## src/rtl/pipe_stage_reg_pkg.sv

```systemverilog
// Shared pipeline constants, stage-control bundle and helpers.
// Imported by pipe_stage_reg and pipe_skid_buf.
package pipe_stage_reg_pkg;

    localparam logic [31:0] ZERO_WORD = 32'h0000_0000;

    // addi x0, x0, 0 -- reset/flush payload at IF/ID
    localparam logic [31:0] NOP_INSTR = 32'h0000_0013;

    // width of the {stall, flush} hazard-control bundle
    localparam int PIPE_CTRL_W = 2;

    typedef struct packed {
        logic stall;
        logic flush;
    } pipe_ctrl_t;

    // flush outranks stall: a stage only holds when not killed
    function automatic logic ctrl_hold(input pipe_ctrl_t c);
        return c.stall & ~c.flush;
    endfunction

endpackage

```

## src/rtl/pipe_skid_buf.sv

```systemverilog
// One-entry skid store for pipe_stage_reg.
// Ports: clk, rst (async active-low), clr, wr_en/wr_data, rd_en, valid, data.
module pipe_skid_buf
    import pipe_stage_reg_pkg::*;
#(
    parameter int               WIDTH     = 32,
    parameter logic [WIDTH-1:0] RESET_VAL = {WIDTH{1'b0}}
) (
    input  logic             clk,
    input  logic             rst,
    input  logic             clr,
    input  logic             wr_en,
    input  logic [WIDTH-1:0] wr_data,
    input  logic             rd_en,
    output logic             valid,
    output logic [WIDTH-1:0] data
);

    always_ff @(posedge clk or negedge rst) begin
        if (!rst) begin
            valid <= 1'b0;
            data  <= RESET_VAL;
        end else if (clr) begin
            valid <= 1'b0;
            data  <= RESET_VAL;
        end else if (wr_en) begin
            valid <= 1'b1;
            data  <= wr_data;
        end else if (rd_en) begin
            valid <= 1'b0;
        end
    end

endmodule

```

## src/rtl/pipe_stage_reg.sv

```systemverilog
// Parametrised pipeline stage register with valid/ready and stall/flush.
// Ports: clk, rst (async active-low), in_valid/in_ready/in_data,
//        stall, flush, out_valid/out_ready/out_data.
// Option: define PIPE_STAGE_SKID_EN for a one-entry skid buffer that
//         makes in_ready independent of out_ready.
module pipe_stage_reg
    import pipe_stage_reg_pkg::*;
#(
    parameter int               WIDTH     = 32,
    parameter logic [WIDTH-1:0] RESET_VAL = {WIDTH{1'b0}}
) (
    input  logic             clk,
    input  logic             rst,
    input  logic             in_valid,
    output logic             in_ready,
    input  logic [WIDTH-1:0] in_data,
    input  logic             stall,
    input  logic             flush,
    output logic             out_valid,
    input  logic             out_ready,
    output logic [WIDTH-1:0] out_data
);

    pipe_ctrl_t       ctrl;
    logic             kill;
    logic             hold;
    logic             fire_in;
    logic             fire_out;
    logic             valid_q;
    logic             valid_d;
    logic [WIDTH-1:0] data_q;
    logic [WIDTH-1:0] data_d;

    assign ctrl.stall = stall;
    assign ctrl.flush = flush;
    assign kill       = ctrl.flush;
    assign hold       = ctrl_hold(ctrl);

    // a stalled stage shows a bubble downstream but keeps its beat
    assign out_valid = valid_q & ~stall;
    assign out_data  = data_q;
    assign fire_in   = in_valid & in_ready;
    assign fire_out  = out_valid & out_ready;

`ifdef PIPE_STAGE_SKID_EN

    logic             skid_valid;
    logic             skid_wr;
    logic             skid_rd;
    logic [WIDTH-1:0] skid_data;

    // ready depends only on local state, never on out_ready
    assign in_ready = kill | (~skid_valid & ~stall);

    // beat arrives while the main entry is occupied and not leaving
    assign skid_wr = ~kill & fire_in & valid_q & ~fire_out;
    assign skid_rd = ~kill & fire_out & skid_valid;

    pipe_skid_buf #(
        .WIDTH     (WIDTH),
        .RESET_VAL (RESET_VAL)
    ) u_skid (
        .clk     (clk),
        .rst     (rst),
        .clr     (kill),
        .wr_en   (skid_wr),
        .wr_data (in_data),
        .rd_en   (skid_rd),
        .valid   (skid_valid),
        .data    (skid_data)
    );

    always_comb begin
        valid_d = valid_q;
        data_d  = data_q;
        if (kill) begin
            valid_d = 1'b0;
            data_d  = RESET_VAL;
        end else if (hold) begin
            valid_d = valid_q;
        end else if (skid_rd) begin
            // in_ready is low while the skid is full, so no new beat
            data_d = skid_data;
        end else if (fire_in && (!valid_q || fire_out)) begin
            valid_d = 1'b1;
            data_d  = in_data;
        end else if (fire_out) begin
            valid_d = 1'b0;
        end
    end

`else

    assign in_ready = kill | (~stall & (~valid_q | out_ready));

    always_comb begin
        valid_d = valid_q;
        data_d  = data_q;
        if (kill) begin
            valid_d = 1'b0;
            data_d  = RESET_VAL;
        end else if (hold) begin
            valid_d = valid_q;
        end else if (fire_in) begin
            valid_d = 1'b1;
            data_d  = in_data;
        end else if (fire_out) begin
            // payload is left in place; only the valid drops
            valid_d = 1'b0;
        end
    end

`endif

    always_ff @(posedge clk or negedge rst) begin
        if (!rst) begin
            valid_q <= 1'b0;
            data_q  <= RESET_VAL;
        end else begin
            valid_q <= valid_d;
            data_q  <= data_d;
        end
    end

endmodule

```

## config.mk

```make
export PLATFORM = sky130hd
export DESIGN_NAME = pipe_stage_reg
export DESIGN_NICKNAME = d
export VERILOG_FILES = /design/src/rtl/pipe_stage_reg_pkg.sv /design/src/rtl/pipe_skid_buf.sv /design/src/rtl/pipe_stage_reg.sv
export SDC_FILE = /design/constraint.sdc
export NUM_CORES = 1
export LEC_CHECK = 0
export CAP_MARGIN = 0
export CORE_MARGIN = 2
export CORE_UTILIZATION = 39
export CTS_BUF_LIST = sky130_fd_sc_hd__clkbuf_4
export DETAILED_ROUTE_END_ITERATION = 6
export PLACE_DENSITY = 0.88
export SETUP_SLACK_MARGIN = 0.5
export SYNTH_ARGS = -nofsm -noshare
export SYNTH_HDL_FRONTEND = slang
export SYNTH_SLANG_ARGS = --single-unit
```

## constraint.sdc

```tcl
create_clock -name clk -period 1.6 [get_ports clk]
set_clock_uncertainty 0.2 [all_clocks]
set_input_delay 0.32 -clock clk [delete_from_list [all_inputs] [get_ports clk]]
set_output_delay 0.32 -clock clk [all_outputs]
set_load 0.005 [all_outputs]
```

==> metrics.txt, run 1 <==
# TYPE chip_impl_metric gauge
chip_impl_info{name="result_of_the_run",value="complete, but fails checks"} 1
chip_impl_info{name="violations_in_the_final_reports",value="setup timing"} 1
chip_impl_metric{name="io_buffers",unit=""} 71
chip_impl_metric{name="dpl.hpwl",unit="mm"} 2.592
chip_impl_metric{name="fin_nets",unit=""} 225
chip_impl_metric{name="vias",unit=""} 1140
chip_impl_metric{name="cts.reportedPaths.clkPinSlew",unit="ns"} 0.10
chip_impl_metric{name="drc_errors",unit=""} 0
chip_impl_metric{name="critical_path_buf_inv_count",unit=""} 5
chip_impl_metric{name="coreArea",unit="um2"} 3078
chip_impl_metric{name="hold-worst-slack",unit="ns"} 0.1398
chip_impl_metric{name="count_of_routing_violations_after_the_opening_detailed_route_iteration",unit=""} 24
chip_impl_metric{name="pwr_density_cell",unit="nW/um2"} 774.8
chip_impl_metric{name="avgViaCountPerCell",unit=""} 4.935
chip_impl_metric{name="cts_max_path_buffers",unit=""} 2
chip_impl_metric{name="synth_area",unit="um2"} 1264
chip_impl_metric{name="cts-hold-fix-buffers",unit=""} 0
chip_impl_metric{name="final_period_minus_worst_setup_slack",unit="ns"} 1.790
chip_impl_metric{name="power.total",unit="uW"} 1686
chip_impl_metric{name="tritoncts.num_buffers",unit=""} 5
chip_impl_metric{name="htree_levels",unit=""} 2
chip_impl_info{name="cts_tree",value="built"} 1
chip_impl_metric{name="wl",unit="mm"} 4.030
chip_impl_metric{name="core.rowCount",unit=""} 20
chip_impl_info{name="most_frequent_cell_on_the_critical_path",value="sky130_fd_sc_hd__buf_6"} 1
chip_impl_metric{name="antenna_cells",unit=""} 0
chip_impl_metric{name="place_congestion",unit=""} 0.7169
chip_impl_metric{name="synth-seq-cells",unit=""} 33
chip_impl_metric{name="timing.final.setup_violations",unit=""} 33
chip_impl_metric{name="share_of_post_route_cells_with_drive_strength_above_1",unit="%"} 43.32
chip_impl_metric{name="max_slew_violations",unit=""} 0
chip_impl_info{name="grt_setup_unrepaired",value="yes"} 1
chip_impl_metric{name="die_area",unit="um2"} 3712
chip_impl_metric{name="cellLeakagePower",unit="uW"} 0.001156
chip_impl_metric{name="wl_per_cell",unit="um"} 17.45
chip_impl_metric{name="crit_fanout",unit=""} 8
chip_impl_metric{name="ir_worst_vdd",unit="uV"} 520.3
chip_impl_metric{name="synth_warnings",unit=""} 0
chip_impl_metric{name="die-width",unit="um"} 60.93
chip_impl_metric{name="fin_util",unit="%"} 70.69
chip_impl_metric{name="critPathMaxStageDelay",unit="ns"} 0.40
chip_impl_metric{name="post_synth_inst_count",unit=""} 81
chip_impl_metric{name="timing.critical_path.required",unit="ns"} 1.67
chip_impl_metric{name="postLayoutSetupSlackWorst",unit="ns"} -0.1904
chip_impl_metric{name="cap_violations",unit=""} 0
chip_impl_metric{name="maxClockFrequency",unit="MHz"} 558.5
chip_impl_metric{name="area.growth.synth_to_final",unit="%"} 72.18
chip_impl_info{name="clockRootBuffer",value="sky130_fd_sc_hd__clkbuf_4"} 1
chip_impl_metric{name="relSlewSlack",unit="%"} 85.83
chip_impl_info{name="crit_chain",value="buf_6, nor2b_4, buf_6, nor4b_4, buf_4, buf_4, buf_6, a22o_1"} 1
chip_impl_metric{name="period_share",unit="%"} 111.9
chip_impl_metric{name="vias_in_the_first_global_route",unit=""} 1176
chip_impl_metric{name="die_height",unit="um"} 60.93
chip_impl_metric{name="yosys.cell_types.count",unit=""} 12
chip_impl_metric{name="grt_max_degree",unit=""} 34
chip_impl_metric{name="hold_viol_final",unit=""} 0
chip_impl_metric{name="syn_avg_cell_area",unit="um2"} 15.60
chip_impl_metric{name="track_usage",unit="%"} 22.78
chip_impl_metric{name="ant_nets",unit=""} 0
chip_impl_metric{name="grt_first_pass_wirelength",unit="mm"} 5.878
chip_impl_info{name="hold_class",value="input port to async pin"} 1
chip_impl_info{name="crit_path_start_kind",value="register"} 1
chip_impl_metric{name="initial_utilization",unit="%"} 41.06
chip_impl_metric{name="synth.yosys.seq_area_share",unit="%"} 65.35
chip_impl_metric{name="grt_remaining_overflow",unit=""} 0
chip_impl_metric{name="length_of_the_first_detailed_routing_pass_in_iterations",unit=""} 4
chip_impl_metric{name="io_count",unit=""} 72
chip_impl_metric{name="tightestPinTransition",unit="ns"} 0.2116
chip_impl_metric{name="total_nets_after_synthesis",unit=""} 119
chip_impl_metric{name="cts.sinks",unit=""} 33
chip_impl_info{name="critical_path.top_delay_family",value="buffers and inverters"} 1
chip_impl_metric{name="worst_ep_arrival_time",unit="ns"} 1.86
chip_impl_info{name="crit_end_element",value="register"} 1
chip_impl_metric{name="antenna_found_initial",unit=""} 0
chip_impl_info{name="timing.critical_path.slowest_stage_cell",value="sky130_fd_sc_hd__dfrtp_1"} 1
chip_impl_info{name="timing_worst_setup_path_type",value="register to register"} 1
chip_impl_metric{name="clkLatencyLatePin",unit="ns"} 0.34
[worst paths after layout]
check	from	cells after the start	endpoint	slack [ns]
setup / recovery	valid_q	8	out_data[27]	-0.19
hold / removal	rst	2	out_data[12]	0.14
setup reg to reg	valid_q	8	out_data[27]	-0.19
hold reg to reg	out_data[21]	1	out_data[21]	0.31
max in group asynchronous	rst	2	out_data[28]	0.87
min in group clk	stall	5	valid_q	0.31
[final cells by class]
type | count | area, um2
timing repair buffer | 105 | 854.6
multi-input combinational | 42 | 391.6
clock inverter | 1 | 3.754
sequential | 33 | 825.8
fill | 236 | 902.1
clock buffer | 6 | 45.04
tap | 44 | 55.05
[synth_stat cells]
library cell,n,share of area (%)
sky130_fd_sc_hd__nor2b_2,1,0.69
sky130_fd_sc_hd__nor2b_4,1,1.1
sky130_fd_sc_hd__nor2_1,1,0.30
sky130_fd_sc_hd__a22o_1,32,22
sky130_fd_sc_hd__nor2b_1,1,0.50
sky130_fd_sc_hd__o21bai_1,1,0.59
sky130_fd_sc_hd__nor4b_4,1,1.9
sky130_fd_sc_hd__buf_6,6,5.3
sky130_fd_sc_hd__nand2b_1,2,0.99
sky130_fd_sc_hd__a21oi_1,1,0.40
sky130_fd_sc_hd__dfrtp_1,33,65
sky130_fd_sc_hd__a21oi_2,1,0.69
[placed cells by master (no fill, tap or decap), types with 2 or more instances in the layout]
cell	count
sky130_fd_sc_hd__buf_4	25
sky130_fd_sc_hd__buf_6	4
sky130_fd_sc_hd__a22o_1	32
sky130_fd_sc_hd__buf_12	3
sky130_fd_sc_hd__clkdlybuf4s50_1	35
sky130_fd_sc_hd__clkbuf_4	6
sky130_fd_sc_hd__nor2b_2	2
sky130_fd_sc_hd__dfrtp_1	33
sky130_fd_sc_hd__buf_2	34
[what timing repair did]
item,CTS,global route
setup buffers,17,6
setup endpoints to repair,67,67
pin swaps,1,7
resized for setup,140,8
gates cloned,1,1
[logic make-up (layout without fill, tap and decap cells)]
group,Yosys count,in the layout,share of synthesized area [%]
flip-flops,33,33,65.35
AO/OA/AOI/OAI,35,35,23.86
buffers and inverters,6,112,5.346
AND/OR/NAND/NOR,7,7,5.445
[report_power, final]
group	internal (uW)	switching [uW]
Combinational	209	125
Sequential	873	20.8
Clock	176	282
[registers in the layout (all words and copies together), names as in the netlist]
name and count:
out_data 32, valid_q 1
[stage by stage]
step                      cell area (um2)  worst slack [ns]  std cells  TNS (ns)
after floorplan                      1264            0.1943         81         0
after global placement               2067           -0.4362        199    -10.82
after detailed placement             2067           -0.4504        199    -12.05
after CTS                            2102           -0.1480        224    -2.658
after global routing                 2176           -0.2720        231    -7.034
final                                2176           -0.1904        231    -4.250
[routing by layer]
| layer | global-route usage [%] | wire (um) |
|---|---|---|
| met1 | 27.04 | 1554 |
| met2 | 38.25 | 2222 |
| met3 | 7.463 | 186 |
| met4 | 9.006 | 66 |
| met5 | 0 | 0 |
No activity file was read; power rests on OpenSTA's default activity.
==> inputs of run 2 (changes only) <==
--- a/config.mk
+++ b/config.mk
@@ -5,7 +5,7 @@
 export SDC_FILE = /design/constraint.sdc
 export NUM_CORES = 1
 export LEC_CHECK = 0
-export CAP_MARGIN = 0
+export CAP_MARGIN = 10
 export CORE_MARGIN = 2
 export CORE_UTILIZATION = 39
 export CTS_BUF_LIST = sky130_fd_sc_hd__clkbuf_4
==> results of run 2 <==
Same layout as run 1: the final DEF is identical, and so are final timing and power.
==> inputs of run 3 (changes only) <==
==> constraint.sdc (replaced) <==
create_clock -name clk -period 1.6 [get_ports clk]
set_clock_uncertainty 0.2 [all_clocks]
set_input_delay 0.24 -clock clk [delete_from_list [all_inputs] [get_ports clk]]
set_output_delay 0.24 -clock clk [all_outputs]
set_load 0.005 [all_outputs]
==> run 3 against run 2 <==
  * The flow now finishes without violations
  * Sequential share of layout area up 2.1 points
  * Final cell count shrank 3.5%
  * Sequential cell count stayed put
  * Critical endpoint is now in_ready
  * Clock power is 4.6% lower
  * Routed wire length fell by 13%
==> metrics.txt, run 3 (same netlist as run 1, synthesis figures left out) <==
# TYPE chip_impl_metric gauge
chip_impl_info{name="result_of_the_run",value="finished, final reports clean"} 1
chip_impl_info{name="timing_worst_setup_path_type",value="register to output pin"} 1
chip_impl_metric{name="tightestPinTransition",unit="ns"} 0.2378
chip_impl_metric{name="htree_levels",unit=""} 2
chip_impl_metric{name="cap_violations",unit=""} 0
chip_impl_metric{name="area.growth.synth_to_final",unit="%"} 63.07
chip_impl_metric{name="coreArea",unit="um2"} 3078
chip_impl_metric{name="vias_in_the_first_global_route",unit=""} 1031
chip_impl_metric{name="length_of_the_first_detailed_routing_pass_in_iterations",unit=""} 2
chip_impl_metric{name="drc_errors",unit=""} 0
chip_impl_metric{name="wl",unit="mm"} 3.494
chip_impl_metric{name="dpl.hpwl",unit="mm"} 2.422
chip_impl_info{name="hold_class",value="input port to async pin"} 1
chip_impl_metric{name="cellLeakagePower",unit="uW"} 0.001085
chip_impl_metric{name="count_of_routing_violations_after_the_opening_detailed_route_iteration",unit=""} 15
chip_impl_metric{name="final_period_minus_worst_setup_slack",unit="ns"} 1.544
chip_impl_metric{name="pwr_density_cell",unit="nW/um2"} 789.1
chip_impl_metric{name="netSwitchingPower",unit="uW"} 408.5
chip_impl_metric{name="grt_first_pass_wirelength",unit="mm"} 5.326
chip_impl_metric{name="postLayoutSetupSlackWorst",unit="ns"} 0.05611
chip_impl_metric{name="die_area",unit="um2"} 3712
chip_impl_metric{name="track_usage",unit="%"} 20.39
chip_impl_info{name="cts_tree",value="built"} 1
chip_impl_metric{name="comb_power_share",unit="%"} 18.1
chip_impl_metric{name="fill_cells",unit=""} 237
chip_impl_info{name="crit_path_start_kind",value="register"} 1
chip_impl_metric{name="fin_nets",unit=""} 216
chip_impl_metric{name="antenna_cells",unit=""} 0
chip_impl_metric{name="antenna_found_initial",unit=""} 0
chip_impl_info{name="crit_end_element",value="output pin"} 1
chip_impl_metric{name="io_count",unit=""} 72
chip_impl_metric{name="timing.critical_path.required",unit="ns"} 1.16
chip_impl_info{name="mostFrequentLayoutCell",value="sky130_fd_sc_hd__clkdlybuf4s50_1"} 1
chip_impl_metric{name="vias",unit=""} 1075
chip_impl_metric{name="maxClockFrequency",unit="MHz"} 647.7
chip_impl_metric{name="die_height",unit="um"} 60.93
chip_impl_metric{name="hold_viol_final",unit=""} 0
chip_impl_metric{name="slack_of_the_worst_reg_to_reg_path",unit="ns"} 0.07
chip_impl_metric{name="ir_worst_vdd",unit="uV"} 473.5
chip_impl_metric{name="hold-worst-slack",unit="ns"} 0.05823
chip_impl_metric{name="grt_max_degree",unit=""} 34
chip_impl_metric{name="ant_nets",unit=""} 0
chip_impl_metric{name="period_share",unit="%"} 96.49
chip_impl_metric{name="relSlewSlack",unit="%"} 84.08
chip_impl_metric{name="worstRegToRegCells",unit=""} 5
chip_impl_metric{name="die-width",unit="um"} 60.93
chip_impl_metric{name="cts_max_path_buffers",unit=""} 2
chip_impl_metric{name="clkLatencyLatePin",unit="ns"} 0.32
chip_impl_metric{name="worst_ep_arrival_time",unit="ns"} 1.10
chip_impl_metric{name="tritoncts.num_buffers",unit=""} 5
chip_impl_metric{name="cts.reportedPaths.clkPinSlew",unit="ns"} 0.11
chip_impl_metric{name="grt_remaining_overflow",unit=""} 0
chip_impl_metric{name="io_buffers",unit=""} 71
chip_impl_info{name="regToRegStartpoint",value="valid_q"} 1
chip_impl_metric{name="power_switching_share",unit="%"} 25.12
chip_impl_metric{name="clk_pwr_share",unit="%"} 26.9
chip_impl_metric{name="core.rowCount",unit=""} 20
chip_impl_info{name="clockRootBuffer",value="sky130_fd_sc_hd__clkbuf_4"} 1
chip_impl_metric{name="max_slew_violations",unit=""} 0
chip_impl_metric{name="timing.final.setup_violations",unit=""} 0
chip_impl_metric{name="largest_register_ffs",unit=""} 32
chip_impl_metric{name="cts.sinks",unit=""} 33
chip_impl_info{name="reg2reg_to",value="out_data[12]"} 1
chip_impl_metric{name="place_congestion",unit=""} 0.6782
chip_impl_metric{name="pre_cts_worst_setup_slack",unit="ns"} -0.3181
chip_impl_metric{name="initial_utilization",unit="%"} 41.06
chip_impl_metric{name="wl_per_cell",unit="um"} 15.67
chip_impl_metric{name="avgViaCountPerCell",unit=""} 4.821
chip_impl_metric{name="p_seq_share",unit="%"} 55.0
chip_impl_info{name="layout.cells.most_common_list",value="sky130_fd_sc_hd__clkdlybuf4s50_1 (36), sky130_fd_sc_hd__buf_2 (34), sky130_fd_sc_hd__dfrtp_1 (33), sky130_fd_sc_hd__a22o_1 (32), sky130_fd_sc_hd__buf_4 (21)"} 1
chip_impl_info{name="grt_setup_unrepaired",value="yes"} 1
chip_impl_metric{name="share_of_post_route_cells_with_drive_strength_above_1",unit="%"} 38.55
chip_impl_metric{name="crit_fanout",unit=""} 2
chip_impl_metric{name="power_report.internal_total",unit="uW"} 1218
run 3: critical path, stage by stage, from the launching register on:
cell and delay [ns]:
sky130_fd_sc_hd__dfrtp_1 0.39, sky130_fd_sc_hd__nor2b_4 0.13, sky130_fd_sc_hd__o21bai_1 0.13, sky130_fd_sc_hd__buf_2 0.13
run 3: metrics by stage:
stage / power, uW / instances / TNS (ns) / utilization (%) / area [um2]
global placement: 1207 / 199 / -8.054 / 66.75 / 2054
global route: 1712 / 223 / -0.05054 / 66.95 / 2061
detailed placement: 1220 / 199 / -9.424 / 66.75 / 2054
finish: 1626 / 223 / 0 / 66.95 / 2061
floorplan: 996.1 / 81 / 0 / - / 1264
CTS: 1632 / 217 / 0 / 65.37 / 2012
run 3: cell type report:
class                      instances  area [um2]  area share [%]
multi-input combinational         42       370.4           17.97
sequential                        33       825.8           40.07
clock buffer                       5       37.54           1.821
tap                               44       55.05           2.672
timing repair buffer              96       759.5           36.85
clock inverter                     3       12.51          0.6072
run 3: worst max path at each step:
stage               cells past startpoint       from  slack, ns           end
floorplan                               4    valid_q       0.19   out_data[0]
detailed placement                      6  out_ready      -0.32  out_data[12]
CTS                                     3    valid_q       0.02      in_ready
finish                                  3    valid_q       0.06      in_ready
global route                            3    valid_q      -0.03      in_ready
global placement                        4  out_ready      -0.29      in_ready
run 3: timing repair:
item,in CTS,in global routing
hold endpoints to repair,0,0
gates resized for setup,138,1
setup endpoints to repair,67,66
hold buffers,0,0
buffers inserted,10,6
pin swaps,1,1
run 3: layer usage:
layer | track usage (%) | wire [um] | up-vias
li1 | - | - | 501
met1 | 24.83 | 1362 | 521
met2 | 31.95 | 1754 | 47
met3 | 9.382 | 328 | 6
met4 | 7.453 | 48 | 0
met5 | 0 | 0 | -
run 3: power groups by stage:
| stage | clock network (uW) | registers (uW) | logic (uW) |
|---|---|---|---|
| 6_report | 437 | 894 | 295 |
| 5_1_grt | 495 | 898 | 319 |
| 4_1_cts | 452 | 894 | 287 |
| 3_5_place_dp | 0 | 912 | 308 |
| 3_3_place_gp | 0 | 911 | 296 |
| 2_1_floorplan | 0 | 913 | 82.7 |
